$ cat src/rtl/control_pipe_if.sv
// Control-bundle pipeline bus: ID-side inputs, hazard controls and the
// per-stage outputs of control_pipe, grouped so one handle carries them all.
interface control_pipe_if #(
    parameter int RD_W  = 5,
    parameter int CNT_W = 16
);
    logic [3:0]      controlSig;
    logic            id_valid;
    logic [RD_W-1:0] id_rd;
    logic            stall;
    logic            flush;
    logic            mem_wait;

    logic [1:0]       ex_ALUOp;
    logic             ex_valid;
    logic [RD_W-1:0]  ex_rd;
    logic             mem_MEMSig;
    logic             mem_valid;
    logic [RD_W-1:0]  mem_rd;
    logic             wb_regwrite;
    logic             wb_valid;
    logic [RD_W-1:0]  wb_rd;
    logic [CNT_W-1:0] bubble_count;

    // ID stage / hazard unit side
    modport master (
        output controlSig, id_valid, id_rd, stall, flush, mem_wait,
        input  ex_ALUOp, ex_valid, ex_rd, mem_MEMSig, mem_valid, mem_rd,
               wb_regwrite, wb_valid, wb_rd, bubble_count
    );

    // Pipeline register side
    modport slave (
        input  controlSig, id_valid, id_rd, stall, flush, mem_wait,
        output ex_ALUOp, ex_valid, ex_rd, mem_MEMSig, mem_valid, mem_rd,
               wb_regwrite, wb_valid, wb_rd, bubble_count
    );
endinterface

$ cat src/rtl/control_pipe.sv
// Carries {ALUOp, WBSig, MEMSig} through ID/EX, EX/MEM and MEM/WB, dropping
// each field once its stage has consumed it. Stall and flush insert bubbles,
// mem_wait freezes everything, and inserted bubbles are counted (saturating).
module control_pipe #(
    parameter int RD_W  = 5,
    parameter int CNT_W = 16
) (
    input  logic          clk,
    input  logic          rst_n,
    control_pipe_if.slave pipe
);

    localparam logic [CNT_W:0] CNT_MAX = {1'b0, {CNT_W{1'b1}}};

    // ID/EX
    logic [1:0]      ex_aluop_q;
    logic            ex_wb_q;
    logic            ex_mem_q;
    logic            ex_valid_q;
    logic [RD_W-1:0] ex_rd_q;
    // EX/MEM
    logic            mem_wb_q;
    logic            mem_mem_q;
    logic            mem_valid_q;
    logic [RD_W-1:0] mem_rd_q;
    // MEM/WB
    logic            wb_wb_q;
    logic            wb_valid_q;
    logic [RD_W-1:0] wb_rd_q;

    logic [CNT_W-1:0] bubble_cnt_q;
    logic [CNT_W-1:0] bubble_cnt_d;
    logic [1:0]       bubble_inc;
    logic [CNT_W:0]   bubble_sum;
    logic             id_take_bubble;

    // ID/EX gets a bubble on stall, flush, or when ID has no real instruction
    assign id_take_bubble = pipe.stall | pipe.flush | ~pipe.id_valid;

    // Bubbles inserted this edge (flush dominates stall), clamped at the maximum
    always_comb begin
        bubble_inc = 2'd0;
        if (!pipe.mem_wait) begin
            if (pipe.flush) begin
                bubble_inc = 2'd2;
            end else if (pipe.stall) begin
                bubble_inc = 2'd1;
            end
        end
        bubble_sum = {1'b0, bubble_cnt_q} + (CNT_W + 1)'(bubble_inc);
        if (bubble_sum > CNT_MAX) begin
            bubble_cnt_d = CNT_MAX[CNT_W-1:0];
        end else begin
            bubble_cnt_d = bubble_sum[CNT_W-1:0];
        end
    end

    // Stage registers: hold on mem_wait, otherwise advance with bubble insertion
    always_ff @(posedge clk or negedge rst_n) begin
        if (!rst_n) begin
            ex_aluop_q  <= '0;
            ex_wb_q     <= 1'b0;
            ex_mem_q    <= 1'b0;
            ex_valid_q  <= 1'b0;
            ex_rd_q     <= '0;
            mem_wb_q    <= 1'b0;
            mem_mem_q   <= 1'b0;
            mem_valid_q <= 1'b0;
            mem_rd_q    <= '0;
            wb_wb_q     <= 1'b0;
            wb_valid_q  <= 1'b0;
            wb_rd_q     <= '0;
        end else if (!pipe.mem_wait) begin
            wb_wb_q    <= mem_wb_q;
            wb_valid_q <= mem_valid_q;
            wb_rd_q    <= mem_rd_q;

            if (pipe.flush) begin
                mem_wb_q    <= 1'b0;
                mem_mem_q   <= 1'b0;
                mem_valid_q <= 1'b0;
                mem_rd_q    <= '0;
            end else begin
                mem_wb_q    <= ex_wb_q;
                mem_mem_q   <= ex_mem_q;
                mem_valid_q <= ex_valid_q;
                mem_rd_q    <= ex_rd_q;
            end

            if (id_take_bubble) begin
                ex_aluop_q <= '0;
                ex_wb_q    <= 1'b0;
                ex_mem_q   <= 1'b0;
                ex_valid_q <= 1'b0;
                ex_rd_q    <= '0;
            end else begin
                ex_aluop_q <= pipe.controlSig[3:2];
                ex_wb_q    <= pipe.controlSig[1];
                ex_mem_q   <= pipe.controlSig[0];
                ex_valid_q <= 1'b1;
                ex_rd_q    <= pipe.id_rd;
            end
        end
    end

    // Bubble counter, frozen during mem_wait
    always_ff @(posedge clk or negedge rst_n) begin
        if (!rst_n) begin
            bubble_cnt_q <= '0;
        end else if (!pipe.mem_wait) begin
            bubble_cnt_q <= bubble_cnt_d;
        end
    end

    assign pipe.ex_ALUOp     = ex_aluop_q;
    assign pipe.ex_valid     = ex_valid_q;
    assign pipe.ex_rd        = ex_rd_q;
    assign pipe.mem_MEMSig   = mem_mem_q;
    assign pipe.mem_valid    = mem_valid_q;
    assign pipe.mem_rd       = mem_rd_q;
    assign pipe.wb_regwrite  = wb_wb_q & wb_valid_q & (wb_rd_q != '0);
    assign pipe.wb_valid     = wb_valid_q;
    assign pipe.wb_rd        = wb_rd_q;
    assign pipe.bubble_count = bubble_cnt_q;

endmodule

$ cat src/flat_wrapper.sv
// flat-port wrapper written by rule: the top's interface ports become plain ports
module control_pipe_flat 
#(
    parameter int RD_W  = 5,
    parameter int CNT_W = 16
)
  (clk, rst_n, pipe_controlSig, pipe_id_valid, pipe_id_rd, pipe_stall, pipe_flush, pipe_mem_wait, pipe_ex_ALUOp, pipe_ex_valid, pipe_ex_rd, pipe_mem_MEMSig, pipe_mem_valid, pipe_mem_rd, pipe_wb_regwrite, pipe_wb_valid, pipe_wb_rd, pipe_bubble_count);
  control_pipe_if #(.RD_W(RD_W), .CNT_W(CNT_W)) pipe_i ();
  input  logic clk;
  input  logic rst_n;
  input wire logic [$bits(pipe_i.controlSig)-1:0] pipe_controlSig;
  input wire logic [$bits(pipe_i.id_valid)-1:0] pipe_id_valid;
  input wire logic [$bits(pipe_i.id_rd)-1:0] pipe_id_rd;
  input wire logic [$bits(pipe_i.stall)-1:0] pipe_stall;
  input wire logic [$bits(pipe_i.flush)-1:0] pipe_flush;
  input wire logic [$bits(pipe_i.mem_wait)-1:0] pipe_mem_wait;
  output wire logic [$bits(pipe_i.ex_ALUOp)-1:0] pipe_ex_ALUOp;
  output wire logic [$bits(pipe_i.ex_valid)-1:0] pipe_ex_valid;
  output wire logic [$bits(pipe_i.ex_rd)-1:0] pipe_ex_rd;
  output wire logic [$bits(pipe_i.mem_MEMSig)-1:0] pipe_mem_MEMSig;
  output wire logic [$bits(pipe_i.mem_valid)-1:0] pipe_mem_valid;
  output wire logic [$bits(pipe_i.mem_rd)-1:0] pipe_mem_rd;
  output wire logic [$bits(pipe_i.wb_regwrite)-1:0] pipe_wb_regwrite;
  output wire logic [$bits(pipe_i.wb_valid)-1:0] pipe_wb_valid;
  output wire logic [$bits(pipe_i.wb_rd)-1:0] pipe_wb_rd;
  output wire logic [$bits(pipe_i.bubble_count)-1:0] pipe_bubble_count;
  assign pipe_i.controlSig = pipe_controlSig;
  assign pipe_i.id_valid = pipe_id_valid;
  assign pipe_i.id_rd = pipe_id_rd;
  assign pipe_i.stall = pipe_stall;
  assign pipe_i.flush = pipe_flush;
  assign pipe_i.mem_wait = pipe_mem_wait;
  assign pipe_ex_ALUOp = pipe_i.ex_ALUOp;
  assign pipe_ex_valid = pipe_i.ex_valid;
  assign pipe_ex_rd = pipe_i.ex_rd;
  assign pipe_mem_MEMSig = pipe_i.mem_MEMSig;
  assign pipe_mem_valid = pipe_i.mem_valid;
  assign pipe_mem_rd = pipe_i.mem_rd;
  assign pipe_wb_regwrite = pipe_i.wb_regwrite;
  assign pipe_wb_valid = pipe_i.wb_valid;
  assign pipe_wb_rd = pipe_i.wb_rd;
  assign pipe_bubble_count = pipe_i.bubble_count;
  control_pipe #(.RD_W(RD_W), .CNT_W(CNT_W)) u_core (.clk(clk), .rst_n(rst_n), .pipe(pipe_i));
endmodule
$ cat config.mk
export PLATFORM = sky130hd
export DESIGN_NAME = control_pipe_flat
export DESIGN_NICKNAME = d
export VERILOG_FILES = /design/src/rtl/control_pipe_if.sv /design/src/rtl/control_pipe.sv /design/src/flat_wrapper.sv
export SDC_FILE = /design/constraint.sdc
export NUM_CORES = 1
export LEC_CHECK = 0
export CAP_MARGIN = 5
export CELL_PAD_IN_SITES_DETAIL_PLACEMENT = 1
export CELL_PAD_IN_SITES_GLOBAL_PLACEMENT = 1
export CORE_MARGIN = 2
export CORE_UTILIZATION = 36
export DETAILED_ROUTE_END_ITERATION = 16
export PLACE_DENSITY_LB_ADDON = 0.1
export REMOVE_ABC_BUFFERS = 1
export SYNTH_ARGS = -nofsm -noshare
export SYNTH_HDL_FRONTEND = slang
export SYNTH_SLANG_ARGS = --single-unit
$ cat constraint.sdc
create_clock -name clk -period 2 [get_ports clk]
set_input_delay 0.4 -clock clk [delete_from_list [all_inputs] [get_ports clk]]
set_output_delay 0.4 -clock clk [all_outputs]
set_load 0.03 [all_outputs]
==> results of run 1 <==
per-stage QoR:
stage / TNS (ns) / total power, mW / std cells
2_1_floorplan: -0.06178 / 1.269 / 134
3_3_place_gp: -6.977 / 1.545 / 267
3_5_place_dp: -8.755 / 1.578 / 267
4_1_cts: 0 / 2.245 / 276
5_1_grt: -0.06792 / 2.345 / 276
6_report: 0 / 2.222 / 276
cells by family (layout without fill, tap and decap cells):
| kind of cell | Yosys count | in the layout |
|---|---|---|
| xor gates and xnor gates | 10 | 10 |
| buffers and inverters | 8 | 76 |
| muxes | 10 | 10 |
| adders and majority gates | 3 | 3 |
| AOI/OAI and AO/OA | 26 | 26 |
| and+or+nand+nor | 43 | 43 |
| DFF | 41 | 41 |
power by group:
| part | switching, mW | internal (mW) | leakage [nW] |
|---|---|---|---|
| Clock | 0.277 | 0.363 | 0.0540 |
| Sequential | 0.109 | 0.901 | 0.557 |
| Combinational | 0.313 | 0.259 | 0.620 |
| Total | 0.699 | 1.52 | 1.23 |
area by class of cell:
cell class / instances / area share (%)
inverter: 1 / 0.1440
clock buffer: 5 / 2.640
sequential: 41 / 39.37
multi-input combinational: 92 / 29.14
clock inverter: 2 / 1.344
timing repair buffer: 68 / 24.15
tap: 67 / 3.217
registers in the layout (all words and copies together) (netlist names):
| register | count |
|---|---|
| u_core.pipe.bubble_count | 16 |
| u_core.pipe.ex_rd | 5 |
| u_core.pipe.mem_rd | 5 |
| u_core.pipe.wb_rd | 5 |
| u_core.pipe.ex_ALUOp | 2 |
| u_core.ex_mem_q | 1 |
| u_core.ex_wb_q | 1 |
| u_core.mem_wb_q | 1 |
| u_core.pipe.ex_valid | 1 |
| u_core.pipe.mem_MEMSig | 1 |
| u_core.pipe.mem_valid | 1 |
| u_core.pipe.wb_valid | 1 |
| u_core.wb_wb_q | 1 |
worst paths after layout:
kind	end	slack (ns)	cells past startpoint
worst min register to register	u_core.pipe.mem_MEMSig	0.51	1
worst min-delay path	u_core.pipe.bubble_count[15]	0.05	1
max in group asynchronous	u_core.pipe.ex_ALUOp[1]	1.40	2
min in group clk	u_core.pipe.mem_MEMSig	0.51	1
worst max register to register	u_core.pipe.bubble_count[14]	0.17	6
worst max-delay path	u_core.pipe.bubble_count[14]	0.06	9
synthesized netlist by cell type, drive strengths merged, types with 2 or more instances:
cell and count:
ha 2, clkbuf 4, dfrtp 41, a22o 17
nor2 2, mux2 8, nand4 4, nor2b 2
xnor2 6, a21oi 4, nand2 16, and3 2
nand3 3, buf 3, xor2 4, and4 3
nor4b 2, nor3 3, mux2i 2
metal layers:
| metal | track usage, % | share of wire, % | vias up |
|---|---|---|---|
| met5 | 0 | 0 | - |
| met4 | 4.848 | 0.47 | 0 |
| met1 | 25.48 | 44 | 721 |
| met3 | 4.336 | 4.5 | 2 |
| met2 | 32.04 | 51 | 37 |
| li1 | - | - | 647 |
worst max-delay path, stage by stage:
cell and delay, ns:
dlygate4sd2_1 0.22, nor2_1 0.07, and2_4 0.16, ha_4 0.16, fa_2 0.34, and3b_2 0.30, buf_4 0.17, a31oi_2 0.19
a41oi_1 0.07
timing repair:
item	CTS	global route
setup endpoints to repair	17	11
buffers inserted	2	0
pin swaps	2	1
gates resized for setup	14	5
==> flow_summary.ini, run 1 <==
[clock_network]
clk_pin_slew_ns = 0.08
cts_sinks = 41
clock_path_buffers = 2
cts.root.buffer_cell = clkbuf_8
numCtsBuffers = 5
cts_tree = yes
clk_latency_ns = 0.28
htree_levels = 2
hold_buffers = 0

[sta]
worst_hold_slack_ns = 0.04978
clock_skew_ns = 0.005966
grt_setup_unrepaired = true
finalSetupViolCount = 0
hold_viol_final = 0
max_freq_mhz = 515.7
fin_crit_sh_pct = 96.96
max_slew_margin_pct = 69.80
max_slew.worst_pin.slew_ns = 0.4530
min_period_ns = 1.939
worst_slack_ns = 0.06080
drv_slew = 0

[placement]
numPortBuffers = 52
place_ws_ns = -0.5920
globalplace.congestion = 0.8033
placed_area_um2 = 2446
detailed_place_hpwl_um = 3463

[worst_setup_path]
r2r-start = u_core.pipe.bubble_count[0]
worstPathMaxFanout = 7
startpoint = pipe_mem_wait
arrival_ns = 2.08
worst-setup-path-type = in -> reg
cp-end-kind = flop
worstPathRequired_ns = 2.15
start_kind = input port

[yosys]
synth_compound_area_share_pct = 11.64
syn_avg_cell_area_um2 = 12.58
synth_warnings = 0
yosysUniqueCellTypes = 37
synth_xor_area_share_pct = 4.937
yosys.area.top_type_share_pct = 57.83
netlist_instances = 141
ys_ff_latch = 41
synthAdderAreaFrac_pct = 2.539
synth_edf_count = 0
ys_seq_area_share_pct = 57.83
yosys.area_share.simple_pct = 14.60
synthMuxAreaShare_pct = 6.417
synth-main-ff-cell = dfrtp_1
synthesis.area_um2 = 1774
async_flop_share_pct = 100.0
synth_top_family_by_area = simple AND/OR/NAND/NOR gates
yosysTopAreaCell = dfrtp_1
synth_area_leaders = dfrtp_1, a22o_1, mux2_2

[routing]
num_vias = 1407
totalWireLength_um = 4711
remaining_drc_errors = 0
vias_per_cell = 5.098
firstDrtPassIters = 4
ant_nets = 0
wl_per_cell_um = 17.07
drt_iter0_markers = 52

[global_route]
grt_start_max_net_pins = 33
grtUsageTotal_pct = 19.21
grt_pass1_wl_um = 7900
grt_pass1_vias = 1556
antenna_found_initial = 0
overflow = 0

[finish]
layout_common_cells = clkdlybuf4s50_1, dfrtp_1, a22o_1
syn2layout_area_growth_pct = 46.90
post-route-util_pct = 55.18
multi_input_area_um2 = 759.5
regArea_um2 = 1026
drive_gt1_share_pct = 21.05
design_area_um2 = 2606
n_antenna_cell = 0
fin_nets = 227
fillers = 495
layout_commonest_cell = clkdlybuf4s50_1

[power]
ir_worst_vdd_mv = 0.6461
p_leak_nw = 1.232
power.density_nw_per_um2 = 852.4

[floorplan]
pin_count = 53
die_area_um2 = 5506
fp.dieH_um = 74.20
die-width_um = 74.20
coreArea_um2 = 4723
fp-row-count = 25
start_util_pct = 37.56

[worst_hold_path]
hold_path_class = in -> async

[flow_run]
max_cap_violations = 0

[run_status]
status = finished clean
No activity file was read; power rests on OpenSTA's default activity.
==> inputs of run 2 (changes only) <==
--- a/config.mk
+++ b/config.mk
@@ -9,7 +9,8 @@
 export CELL_PAD_IN_SITES_DETAIL_PLACEMENT = 1
 export CELL_PAD_IN_SITES_GLOBAL_PLACEMENT = 1
 export CORE_MARGIN = 2
-export CORE_UTILIZATION = 36
+export CORE_UTILIZATION = 33
+export CTS_CLUSTER_SIZE = 16
 export DETAILED_ROUTE_END_ITERATION = 16
 export PLACE_DENSITY_LB_ADDON = 0.1
 export REMOVE_ABC_BUFFERS = 1
==> constraint.sdc (replaced) <==
create_clock -name clk -period 1.7 [get_ports clk]
set_input_delay 0.34 -clock clk [delete_from_list [all_inputs] [get_ports clk]]
set_output_delay 0.34 -clock clk [all_outputs]
set_load 0.03 [all_outputs]
==> flow_summary.ini, run 2 (synthesis gave the netlist of run 1 again) <==
[run_status]
status = complete, but fails checks
violations = setup timing

[finish]
fin_nets = 228
largest_reg_flops = 16
layout_commonest_cell = dfrtp_1
layout_common_cells = dfrtp_1, dlygate4sd2_1, a22o_1
n_antenna_cell = 0
syn2layout_area_growth_pct = 48.03
design_area_um2 = 2626
post-route-util_pct = 51.10
drive_gt1_share_pct = 24.17

[sta]
clock_skew_ns = 0.007866
hold_viol_final = 0
drv_slew = 0
max_slew.worst_pin.slew_ns = 0.5645
max_freq_mhz = 539.2
fin_crit_sh_pct = 109.1
min_period_ns = 1.855
max_slew_margin_pct = 62.37
finalSetupViolCount = 3
worst_slack_ns = -0.1546
grt_setup_unrepaired = true
tns_ns = -0.2090

[clock_network]
clk_pin_slew_ns = 0.08
htree_levels = 2
hold_buffers = 0
cts_sinks = 41
clock_path_buffers = 2
cts_tree = yes
numCtsBuffers = 5
cts.root.buffer_cell = clkbuf_8
post_cts.repair.setup_buffers = 0
clk_latency_ns = 0.30

[global_route]
grt_pass1_wl_um = 7886
grt_pass1_vias = 1551
grtUsageTotal_pct = 16.65
met3_usage_pct = 4.471
overflow = 0
grtUsageMet2_pct = 27.57
grt_start_max_net_pins = 26
antenna_found_initial = 0
busiest_layer = met2
globalRouteMet1Util_pct = 21.45

[worst_setup_path]
worstPathMaxFanout = 2
start_kind = flop
r2r-start = u_core.pipe.bubble_count[0]
worstPathRequired_ns = 1.36
crit_path_cell_trace = or3_1 > o311a_1 > buf_6
rrSetupSlack_ns = -0.04
crit_cells = 3
reg2reg_to = u_core.pipe.bubble_count[6]
worst-setup-path-type = reg -> out
cp_num_buf_inv = 1
cpPeakStageDelay_ns = 0.38
crit_family = flip-flops
worstRegToRegCells = 6
arrival_ns = 1.51
cp_slowest_cell = dfrtp_1
cp-end-kind = output port

[floorplan]
fp.dieH_um = 77.33
die_area_um2 = 5979
start_util_pct = 34.52
fp-row-count = 26
pin_count = 53
die-width_um = 77.33
coreArea_um2 = 5140

[routing]
totalWireLength_um = 4817
remaining_drc_errors = 0
wl_per_cell_um = 17.14
firstDrtPassIters = 4
vias_per_cell = 5.142
ant_nets = 0
num_vias = 1445
drt_iter0_markers = 45

[worst_hold_path]
hold_path_class = in -> async

[placement]
place_ws_ns = -0.8574
placed_area_um2 = 2485
numPortBuffers = 52
globalplace.congestion = 0.8048
detailed_place_hpwl_um = 3385

[flow_run]
max_cap_violations = 0

[power]
ir_worst_vdd_mv = 0.4988
p_leak_nw = 1.457
power.density_nw_per_um2 = 1052
[run 2: cell count changes in the layout (fill, tap and decap cells not counted), moves of 2 or more]
cell / previous run / this run
dlygate4sd2_1: 3 / 33
clkdlybuf4s50_1: 47 / 11
buf_6: 0 / 2
dlymetal6s2s_1: 0 / 3
buf_2: 1 / 4
[run 2: what timing repair did]
| item | in CTS | in global routing |
|---|---|---|
| setup endpoints to repair | 50 | 16 |
| resized for setup | 58 | 10 |
| pin swaps | 5 | 7 |
[run 2: worst max path at each step]
| stage | start | endpoint | slack, ns |
|---|---|---|---|
| final | u_core.pipe.wb_rd[1] | pipe_wb_regwrite | -0.15 |
| after global routing | u_core.pipe.wb_rd[1] | pipe_wb_regwrite | -0.22 |
| after CTS | u_core.pipe.wb_rd[1] | pipe_wb_regwrite | -0.16 |
| after detailed placement | pipe_mem_wait | u_core.pipe.bubble_count[2] | -0.86 |
| after global placement | pipe_flush | u_core.pipe.bubble_count[8] | -0.80 |
| after floorplan | pipe_flush | u_core.pipe.bubble_count[13] | -0.27 |
[run 2: layout make-up]
class                      instances  area [µm²]
multi-input combinational         92       762.0
inverter                           1       3.754
fill                             574        2514
sequential                        41        1027
clock inverter                     3       65.06
clock buffer                       5       68.82
tap                               70       87.58
timing repair buffer              69       611.8
[run 2: worst register-to-register path, delay by kind of cell, from the launching register on]
| kind | cells | cell delay (ns) |
|---|---|---|
| xor+xnor | 1 | 0.16 |
| simple gates | 3 | 0.53 |
| fa+ha+maj | 2 | 0.54 |
| flops | 1 | 0.40 |
[run 2: metal layers]
metal / wire length, µm / share of wire [%]
met1: 2047 / 42
met2: 2502 / 52
met3: 217 / 4.5
met4: 49 / 1.0
met5: 0 / 0
[run 2: power by group]
group	internal (mW)	total (mW)	switching (mW)
Sequential	1.06	1.17	0.107
Clock	0.583	0.931	0.347
Combinational	0.268	0.663	0.395
[run 2: through the flow]
stage,power (mW),std cells,hold slack [ns]
after CTS,2.770,281,0.03443
final,2.762,281,0.03075
after detailed placement,1.879,273,0.3583
after floorplan,1.492,134,0.04441
after global routing,2.889,281,0.05037
after global placement,1.857,273,0.3545
==> inputs of run 3 (changes only) <==
--- a/config.mk
+++ b/config.mk
@@ -5,7 +5,7 @@
 export SDC_FILE = /design/constraint.sdc
 export NUM_CORES = 1
 export LEC_CHECK = 0
-export CAP_MARGIN = 5
+export CAP_MARGIN = 0
 export CELL_PAD_IN_SITES_DETAIL_PLACEMENT = 1
 export CELL_PAD_IN_SITES_GLOBAL_PLACEMENT = 1
 export CORE_MARGIN = 2
==> results of run 3 <==
The final DEF is identical to that of run 2; final timing and power are the same.
